File: config.mk
export PLATFORM = sky130hd
export DESIGN_NAME = load_select_scheduler
export DESIGN_NICKNAME = d
export VERILOG_FILES = /design/src/rtl/fsm_pkg.sv /design/src/rtl/load_select_scheduler_prio_arb3.sv /design/src/rtl/load_select_scheduler.sv
export SDC_FILE = /design/constraint.sdc
export NUM_CORES = 1
export LEC_CHECK = 0
export CAP_MARGIN = 10
export CELL_PAD_IN_SITES_DETAIL_PLACEMENT = 1
export CELL_PAD_IN_SITES_GLOBAL_PLACEMENT = 1
export CORE_AREA = 5 5 60 62
export CTS_BUF_LIST = sky130_fd_sc_hd__clkbuf_4 sky130_fd_sc_hd__clkbuf_8 sky130_fd_sc_hd__clkbuf_16
export DETAILED_ROUTE_END_ITERATION = 12
export DIE_AREA = 0 0 65 67
export PLACE_DENSITY_LB_ADDON = 0.2
export RECOVER_POWER = 50
export SYNTH_ARGS = -nofsm -noshare
export SYNTH_HDL_FRONTEND = slang
export SYNTH_SLANG_ARGS = --single-unit
File: constraint.sdc
create_clock -name clk -period 2.9 [get_ports clk]
set_input_delay 0.58 -clock clk [delete_from_list [all_inputs] [get_ports clk]]
set_output_delay 0.58 -clock clk [all_outputs]
set_load 0.1 [all_outputs]
File: src/rtl/fsm_pkg.sv
// Shared load encodings, switch target patterns and scheduler state type.
package fsm_pkg;

    localparam logic [1:0] LD_NUL = 2'b00;
    localparam logic [1:0] LD_LAA = 2'b01;
    localparam logic [1:0] LD_LBB = 2'b10;
    localparam logic [1:0] LD_LCC = 2'b11;

    localparam logic [5:0] PAT_NUL = 6'b000000;
    localparam logic [5:0] PAT_LAA = 6'b110000;
    localparam logic [5:0] PAT_LBB = 6'b001100;
    localparam logic [5:0] PAT_LCC = 6'b000011;

    typedef enum logic [1:0] {
        ST_IDLE,
        ST_SETTLE,
        ST_DWELL,
        ST_FAULT
    } sched_state_e;

    // Switch output pattern expected once the FSM has reached a load.
    function automatic logic [5:0] target_pattern(input logic [1:0] ld);
        logic [5:0] pat;
        case (ld)
            LD_LAA:  pat = PAT_LAA;
            LD_LBB:  pat = PAT_LBB;
            LD_LCC:  pat = PAT_LCC;
            default: pat = PAT_NUL;
        endcase
        return pat;
    endfunction

endpackage

File: src/rtl/load_select_scheduler_prio_arb3.sv
// Fixed-priority picker over three load requesters; index 0 wins.
module prio_arb3 (
    input  logic [2:0] valid,
    input  logic [5:0] load,
    output logic [2:0] grant,
    output logic [1:0] load_sel,
    output logic       any
);

    // Lowest asserted index selects the one-hot grant and its load field.
    always_comb begin
        grant    = '0;
        load_sel = '0;
        any      = |valid;
        if (valid[0]) begin
            grant    = 3'b001;
            load_sel = load[1:0];
        end else if (valid[1]) begin
            grant    = 3'b010;
            load_sel = load[3:2];
        end else if (valid[2]) begin
            grant    = 3'b100;
            load_sel = load[5:4];
        end
    end

endmodule

File: src/rtl/load_select_scheduler.sv
// Sequences the load-switch FSM: arbitrates requests, issues DesiredLoad,
// waits for the switch outputs to settle, enforces dwell, latches faults.
module load_select_scheduler
    import fsm_pkg::*;
#(
    parameter int unsigned DWELL_CYCLES   = 16,
    parameter int unsigned SETTLE_TIMEOUT = 32,
    parameter int unsigned CNT_W          = 8
) (
    input  logic       clk,
    input  logic       rst,
    input  logic [2:0] req_valid,
    input  logic [5:0] req_load,
    output logic [2:0] req_grant,
    input  logic [5:0] sout_i,
    input  logic       fault_clr,
    output logic [1:0] desired_load,
    output logic       busy,
    output logic       fault
);

    sched_state_e     state_q, state_d;
    logic [CNT_W-1:0] timer_q, timer_d;
    logic [1:0]       dl_d;
    logic [2:0]       grant_d;
    logic [2:0]       arb_valid;
    logic [2:0]       arb_grant;
    logic [1:0]       arb_load;
    logic             arb_any;
    logic             settled;

    // Grant is registered, so a requester still shows valid during its grant
    // cycle; masking it here prevents a second ack of the same request.
    // In DWELL only the protection requester may compete.
    always_comb begin
        arb_valid = req_valid & ~req_grant;
        if (state_q == ST_DWELL) begin
            arb_valid = arb_valid & 3'b001;
        end
    end

    prio_arb3 u_arb (
        .valid    (arb_valid),
        .load     (req_load),
        .grant    (arb_grant),
        .load_sel (arb_load),
        .any      (arb_any)
    );

    assign settled = (sout_i == target_pattern(desired_load));
    assign busy    = (state_q == ST_SETTLE) || (state_q == ST_DWELL);

    // Next-state, timer, command and grant decode.
    always_comb begin
        state_d = state_q;
        timer_d = timer_q;
        dl_d    = desired_load;
        grant_d = '0;
        case (state_q)
            ST_IDLE: begin
                timer_d = '0;
                if (arb_any) begin
                    grant_d = arb_grant;
                    if (arb_load != desired_load) begin
                        dl_d    = arb_load;
                        state_d = ST_SETTLE;
                    end
                end
            end
            ST_SETTLE: begin
                timer_d = timer_q + CNT_W'(1);
                if (settled) begin
                    timer_d = '0;
                    state_d = ST_DWELL;
                end else if (timer_q == CNT_W'(SETTLE_TIMEOUT - 1)) begin
                    timer_d = '0;
                    dl_d    = LD_NUL;
                    state_d = ST_FAULT;
                end
            end
            ST_DWELL: begin
                timer_d = timer_q + CNT_W'(1);
                if (arb_any && (arb_load != desired_load)) begin
                    grant_d = arb_grant;
                    dl_d    = arb_load;
                    timer_d = '0;
                    state_d = ST_SETTLE;
                end else begin
                    if (arb_any) begin
                        grant_d = arb_grant;
                    end
                    if (timer_q == CNT_W'(DWELL_CYCLES - 1)) begin
                        timer_d = '0;
                        state_d = ST_IDLE;
                    end
                end
            end
            ST_FAULT: begin
                timer_d = '0;
                dl_d    = LD_NUL;
                if (fault_clr && (sout_i == PAT_NUL)) begin
                    state_d = ST_IDLE;
                end
            end
            default: begin
                timer_d = '0;
                dl_d    = LD_NUL;
                state_d = ST_IDLE;
            end
        endcase
    end

    // State, timer and registered outputs.
    always_ff @(posedge clk or posedge rst) begin
        if (rst) begin
            state_q      <= ST_IDLE;
            timer_q      <= '0;
            desired_load <= LD_NUL;
            req_grant    <= '0;
            fault        <= 1'b0;
        end else begin
            state_q      <= state_d;
            timer_q      <= timer_d;
            desired_load <= dl_d;
            req_grant    <= grant_d;
            fault        <= (state_d == ST_FAULT);
        end
    end

endmodule

* Word level (Yosys, flattened, before mapping)
Cells that the tools add are included.
** Storage, ports and cells
- Flip-flop bits (word level) :: 16
- Input port bits :: 18
- Output and inout bits :: 7
- Logic and storage cells :: 62
** Operators by class
- Add/subtract/negate cells :: 1
- Equal/unequal tests :: 16
- Mux-type cells :: 30
- Bitwise operators :: 2
- Reduce and logical (&&, ||, !) cells :: 8
** Operators by type and width (number)
- $mux W8 :: 4
- $mux W2 :: 15
- $pmux W8 S3 :: 1
- $mux W3 :: 6
- $pmux W6 S3 :: 1
- $pmux W2 S4 :: 2
- $eq A2 B2 Y1 const B :: 5
- $add A8 B1 Y8 const B :: 1
- $eq A8 B4 Y1 const B :: 1
- $eq A8 B5 Y1 const B :: 1
- $eq A6 B6 Y1 :: 1
- $logic_not A6 Y1 :: 1
- $ne A2 B2 Y1 const B :: 3
- $pmux W3 S2 :: 1
- $reduce_and A5 Y1 :: 1
- $eq A2 B1 Y1 const B :: 2
- $ne A2 B1 Y1 const B :: 2
- $and A3 B3 Y3 :: 1
- $not A3 Y3 :: 1
- $reduce_or A3 Y1 :: 1
- $logic_and A1 B1 Y1 :: 2
- $logic_not A2 Y1 :: 1
- $ne A2 B2 Y1 :: 1
- $reduce_or A2 Y1 :: 1
- $logic_or A1 B1 Y1 :: 1

* Depth between registers and ports, before layout
- Word-level depth :: 11
- Mapped depth :: 9
- Mapped depth without buffers :: 9

* Cells and area by module
A second synthesis with hierarchy kept.
** Unflattened totals
- Cells, all modules :: 118
- Area, all modules :: 1078.5 µm²
** Modules (own cells, without submodules)
- load_select_scheduler :: instances 1, cells an instance 106, area an instance 1002.2 µm², sequential area each 400.4 µm²
- prio_arb3 :: instances 1, cells an instance 12, area an instance 76.3 µm², sequential area each 0.0 µm²

* Least setup slack after synthesis
No wires, ideal clock.
- Kind :: register to register
- From :: register req_grant[1]
- To :: register desired_load[0]
- Library setup time :: 0.123 ns
- Arrival :: 2.206 ns
- Required time :: 2.777 ns
- Path slack :: 0.570 ns
- Cell stages (with the launch flop) :: 8
- Path buffers :: 0
- Period minus slack after synthesis :: 2.330 ns
- Path through :: dfrtp_1 or3b_4 nand3_2 a31oi_4 xnor2_1 a21oi_1 o21ai_1 a32o_1
** On the way
- Longest elaborated chain between the ends :: 9
- Elaborated cells on any way between the ends :: 16
- Classes of those cells :: 4 x eq/ne; 7 x mux; 2 x bitwise; 3 x reduce/logical
** Ends and longest elaborated chain
- from (decl) :: RTL line load_select_scheduler.sv:14 : output logic [2:0] req_grant,
- from (signal assigned) :: RTL line load_select_scheduler.sv:125 : req_grant <= grant_d;
- $not A3 Y3 * :: RTL line load_select_scheduler.sv:36 : arb_valid = req_valid & ~req_grant;
- $and A3 B3 Y3 * :: RTL line load_select_scheduler.sv:36
- $mux W3 * :: RTL line load_select_scheduler.sv:37 : if (state_q == ST_DWELL) begin
- $mux W2 :: RTL line load_select_scheduler_prio_arb3.sv:18 : end else if (valid[1]) begin
- $mux W2 :: RTL line load_select_scheduler_prio_arb3.sv:15 : if (valid[0]) begin
- $ne A2 B2 Y1 :: RTL line load_select_scheduler.sv:64, load_select_scheduler.sv:83
- $logic_and A1 B1 Y1 :: RTL line load_select_scheduler.sv:83 : if (arb_any && (arb_load != desired_load)) begin
- $ne A2 B1 Y1 (no source line)
- $reduce_and A5 Y1 (no source line)
- to (signal assigned) :: RTL line load_select_scheduler.sv:124 : desired_load <= dl_d;
- to (decl) :: RTL line load_select_scheduler.sv:17 : output logic [1:0] desired_load,
Mark *: on every way between the ends. The rest lies on a longest branch, timed or not. The select of a mux whose other input is x is not followed.
A chain may end at the register's enable or synchronous reset.

* Final worst setup path
- From :: register state_q[0]
- To :: register desired_load[0]
** On the way
- Longest elaborated chain between the ends :: 9
- Elaborated cells on any way between the ends :: 21
- Classes of those cells :: 9 x eq/ne; 8 x mux; 4 x reduce/logical
** Ends and longest elaborated chain
- from (decl) :: RTL line load_select_scheduler.sv:22 : sched_state_e state_q, state_d;
- from (signal assigned) :: RTL line load_select_scheduler.sv:122 : state_q <= state_d;
- $eq A2 B2 Y1 :: RTL line load_select_scheduler.sv:37, load_select_scheduler.sv:59
- $mux W3 :: RTL line load_select_scheduler.sv:37
- $mux W2 :: RTL line load_select_scheduler_prio_arb3.sv:21 : end else if (valid[2]) begin
- $mux W2 :: RTL line load_select_scheduler_prio_arb3.sv:18
- $mux W2 :: RTL line load_select_scheduler_prio_arb3.sv:15
- $ne A2 B2 Y1 :: RTL line load_select_scheduler.sv:64, load_select_scheduler.sv:83
- $logic_and A1 B1 Y1 :: RTL line load_select_scheduler.sv:83
- $ne A2 B1 Y1 (no source line)
- $reduce_and A5 Y1 (no source line)
Several ways; a longest one is shown, not always the timed one. The select of a mux whose other input is x is not followed.

==> impl_metrics.yaml <==
setup_path:
  critical_path.max_fanout: 8
  crit_type: "register to register"
  endpoint_kind: "register"
  regToRegSetupSlack_ps: 440
  worstPathRequired_ps: 3090
  r2r_start: "state_q[0]$_DFF_PP0_"
  start_kind: "register"
  critical_path_arrival_ps: 2650
  timing.rr.end: "desired_load[0]$_DFFE_PP0P_"
  rr_worst_depth: 9
pwr:
  powerDensity_mw_per_mm2: 965
  power_leakage_nw: 0.562
  peakVddDrop_mv: 0.282
clock_network:
  clk_transition_reported_paths_ps: 100
  h-tree-depth: 1
  cts_num_sinks: 16
  cts_buffer_depth: 2
  cts_tree: "done"
  postCtsSetupBuffers: 0
  clockRootBuffer: "clkbuf_4"
  ctsHoldBuffers: 0
  clkLatencyLatePin_ps: 300
  post_cts_resized: 0
  cts_buffers: 3
sta:
  tns_ps: 0
  finClkSkew_ps: 4.39
  relSlewSlack_pct: 22.1
  setup_viol: 0
  timing.final.crit_share_pct: 84.9
  max_freq_mhz: 406
  layout_min_cycle_time_ps: 2460
  worstMarginPinSlew_ps: 1170
  finalHoldViolCount: 0
  drv_slew: 0
  rsz0062_at_grt: "no"
  setup_slack_ps: 437
  holdWs_ps: 497
grt:
  first_global_vias: 1004
  grt_first_pass_wirelength_microns: 4640
  antenna_found_initial: 0
  overflow: 0
  grtUsageTotal_pct: 13.9
  grt_max_degree: 17
yosys:
  yosys_warnings: 0
  yosys.area.top_type: "dfrtp_1"
  netlist.area_leader.share_pct: 38.6
  synth_top_cells_by_area: "dfrtp_1 (39%), nor2_1 (6.9%), ha_1 (6.0%), nand2_1 (4.7%), xnor2_1 (3.4%)"
  ys_seq_elements: 16
  synthDistinctLibCells: 34
  synth_cells: 114
  netlist_area_sq_mm: 0.00104
  syn_nets: 137
  ys_seq_area_share_pct: 38.6
  avgSynthCellArea_sq_um: 9.10
detailed_routing:
  drt-pass1-iter-count: 3
  ant_nets: 0
  wire_per_inst_microns: 15.0
  drcViolationCount: 0
  routed_via_density: 5.24
  routed_wl_microns: 2630
  vias: 917
  dr.first_iter.drc_count: 28
floorplan:
  ios: 25
  fp-row-count: 20
  core_sq_mm: 0.00298
  die_width_microns: 65
  dieArea_sq_mm: 0.00436
  die_y_microns: 67
  start_util_pct: 34.8
layout:
  diodes: 0
  drive_above_1_share_pct: 13.4
  nNetsFinal: 166
  finalCoreUtilization_pct: 44.7
  fin_area_sq_mm: 0.00133
  area_growth_pct: 28.2
place:
  post-place-ws_ps: 102
  dpl_cell_area_sq_mm: 0.00130
  place_congestion: 0.721
  hpwl_microns: 2180
  port_buffers: 24
min_path:
  hold_path_class: "register to register"
  whs_endpoint: "timer_q[0]$_DFF_PP0_"
  hold_path_depth: 1
  min_from: "timer_q[0]$_DFF_PP0_"
outcome:
  status: "finished, final reports clean"
flow_run:
  cap_violations: 0
## report_power, final
part           internal, mW  switching (mW)  leakage, nW  total (mW)
registers             0.276          0.0616        0.214       0.338
logic                 0.236           0.557        0.328       0.793
clock network        0.0766          0.0751       0.0210       0.152
total                 0.589           0.694        0.562        1.28
## Yosys cell counts
cell type,n
nor2_1,19
dfrtp_1,16
nand2_1,13
a21oi_1,6
inv_1,6
ha_1,5
nor3_1,5
nor2b_1,4
xnor2_1,4
nand3_1,3
xor2_1,3
a31oi_2,2
a32o_1,2
and2_1,2
nand3_2,2
nand4_1,2
nor3b_2,2
o21ai_1,2
a21boi_1,1
a21o_1,1
a22oi_1,1
a31oi_1,1
a31oi_4,1
and4_1,1
nand2b_2,1
nand3b_1,1
nor4_1,1
o21ai_0,1
o2bb2ai_1,1
o311ai_0,1
o32a_1,1
o32ai_2,1
o41ai_1,1
or3b_4,1
## routing by layer
layer	vias up	share of wire (%)	global-route usage, %
li1	459	-	-
met1	441	43	15.1
met2	13	52	26.3
met3	4	3.8	2.19
met4	0	1.6	6.33
met5	-	0	0
## cells in the final DEF (no fill, tap or decap), drive strengths merged, types with 2 or more instances in the layout
cell type      count
xor2               3
nor2b              4
a21oi              6
nand2             13
ha                 5
dfrtp             16
o21ai              3
inv                6
xnor2              4
a32o               2
and2               2
nand4              2
clkbuf             6
a31oi              4
nor2              19
nor3b              2
nor3               5
nand3              5
clkdlybuf4s50     16
buf                5
## logic make-up (layout without fill, tap and decap cells)
| kind of cell | count (synthesis) | count (layout) | share of synthesized area, % |
|---|---|---|---|
| flip-flops | 16 | 16 | 38.6 |
| AND/OR/NAND/NOR | 57 | 57 | 28.7 |
| XOR/XNOR | 7 | 7 | 5.91 |
| buffers and inverters | 6 | 34 | 2.17 |
| adder cells (fa/ha/maj) | 5 | 5 | 6.03 |
| AO/OA/AOI/OAI | 23 | 23 | 18.6 |
## per-stage QoR
stage / power (mW) / cells
after CTS: 1.31 / 175
after global routing: 1.37 / 175
after global placement: 1.13 / 171
after floorplan: 0.963 / 114
after detailed placement: 1.15 / 171
final: 1.28 / 175
## critical path, cell delays in order, from the launching register on
cell,delay (ps)
dfrtp_1,450
inv_1,90
ha_1,320
or3b_4,470
nand3_2,110
a31oi_4,90
xnor2_1,160
a21oi_1,310
o21ai_1,150
a32o_1,220
## registers in the layout, summed over array words and instances, names as in the netlist
register      count
timer_q           8
req_grant         3
desired_load      2
state_q           2
fault             1
## worst max path at each step
stage / from / slack (ps) / endpoint / cells after the start
6_report: state_q[0]$_DFF_PP0_ / 440 / desired_load[0]$_DFFE_PP0P_ / 9
4_1_cts: state_q[0]$_DFF_PP0_ / 410 / fault$_DFF_PP0_ / 9
3_3_place_gp: sout_i[1] / 180 / fault$_DFF_PP0_ / 8
5_1_grt: state_q[0]$_DFF_PP0_ / 180 / desired_load[1]$_DFFE_PP0P_ / 9
2_1_floorplan: req_grant[1]$_DFF_PP0_ / 570 / desired_load[0]$_DFFE_PP0P_ / 7
3_5_place_dp: sout_i[1] / 100 / fault$_DFF_PP0_ / 8
## cell type report
type,instances,area (sq um)
Sequential cell,16,400
Multi-Input combinational cell,92,614
Clock buffer,4,36.3
Tap cell,33,41.3
Inverter,6,22.5
Timing Repair Buffer,24,215
Fill cell,362,1650
Note: power is estimated with default switching activity, not from simulation.
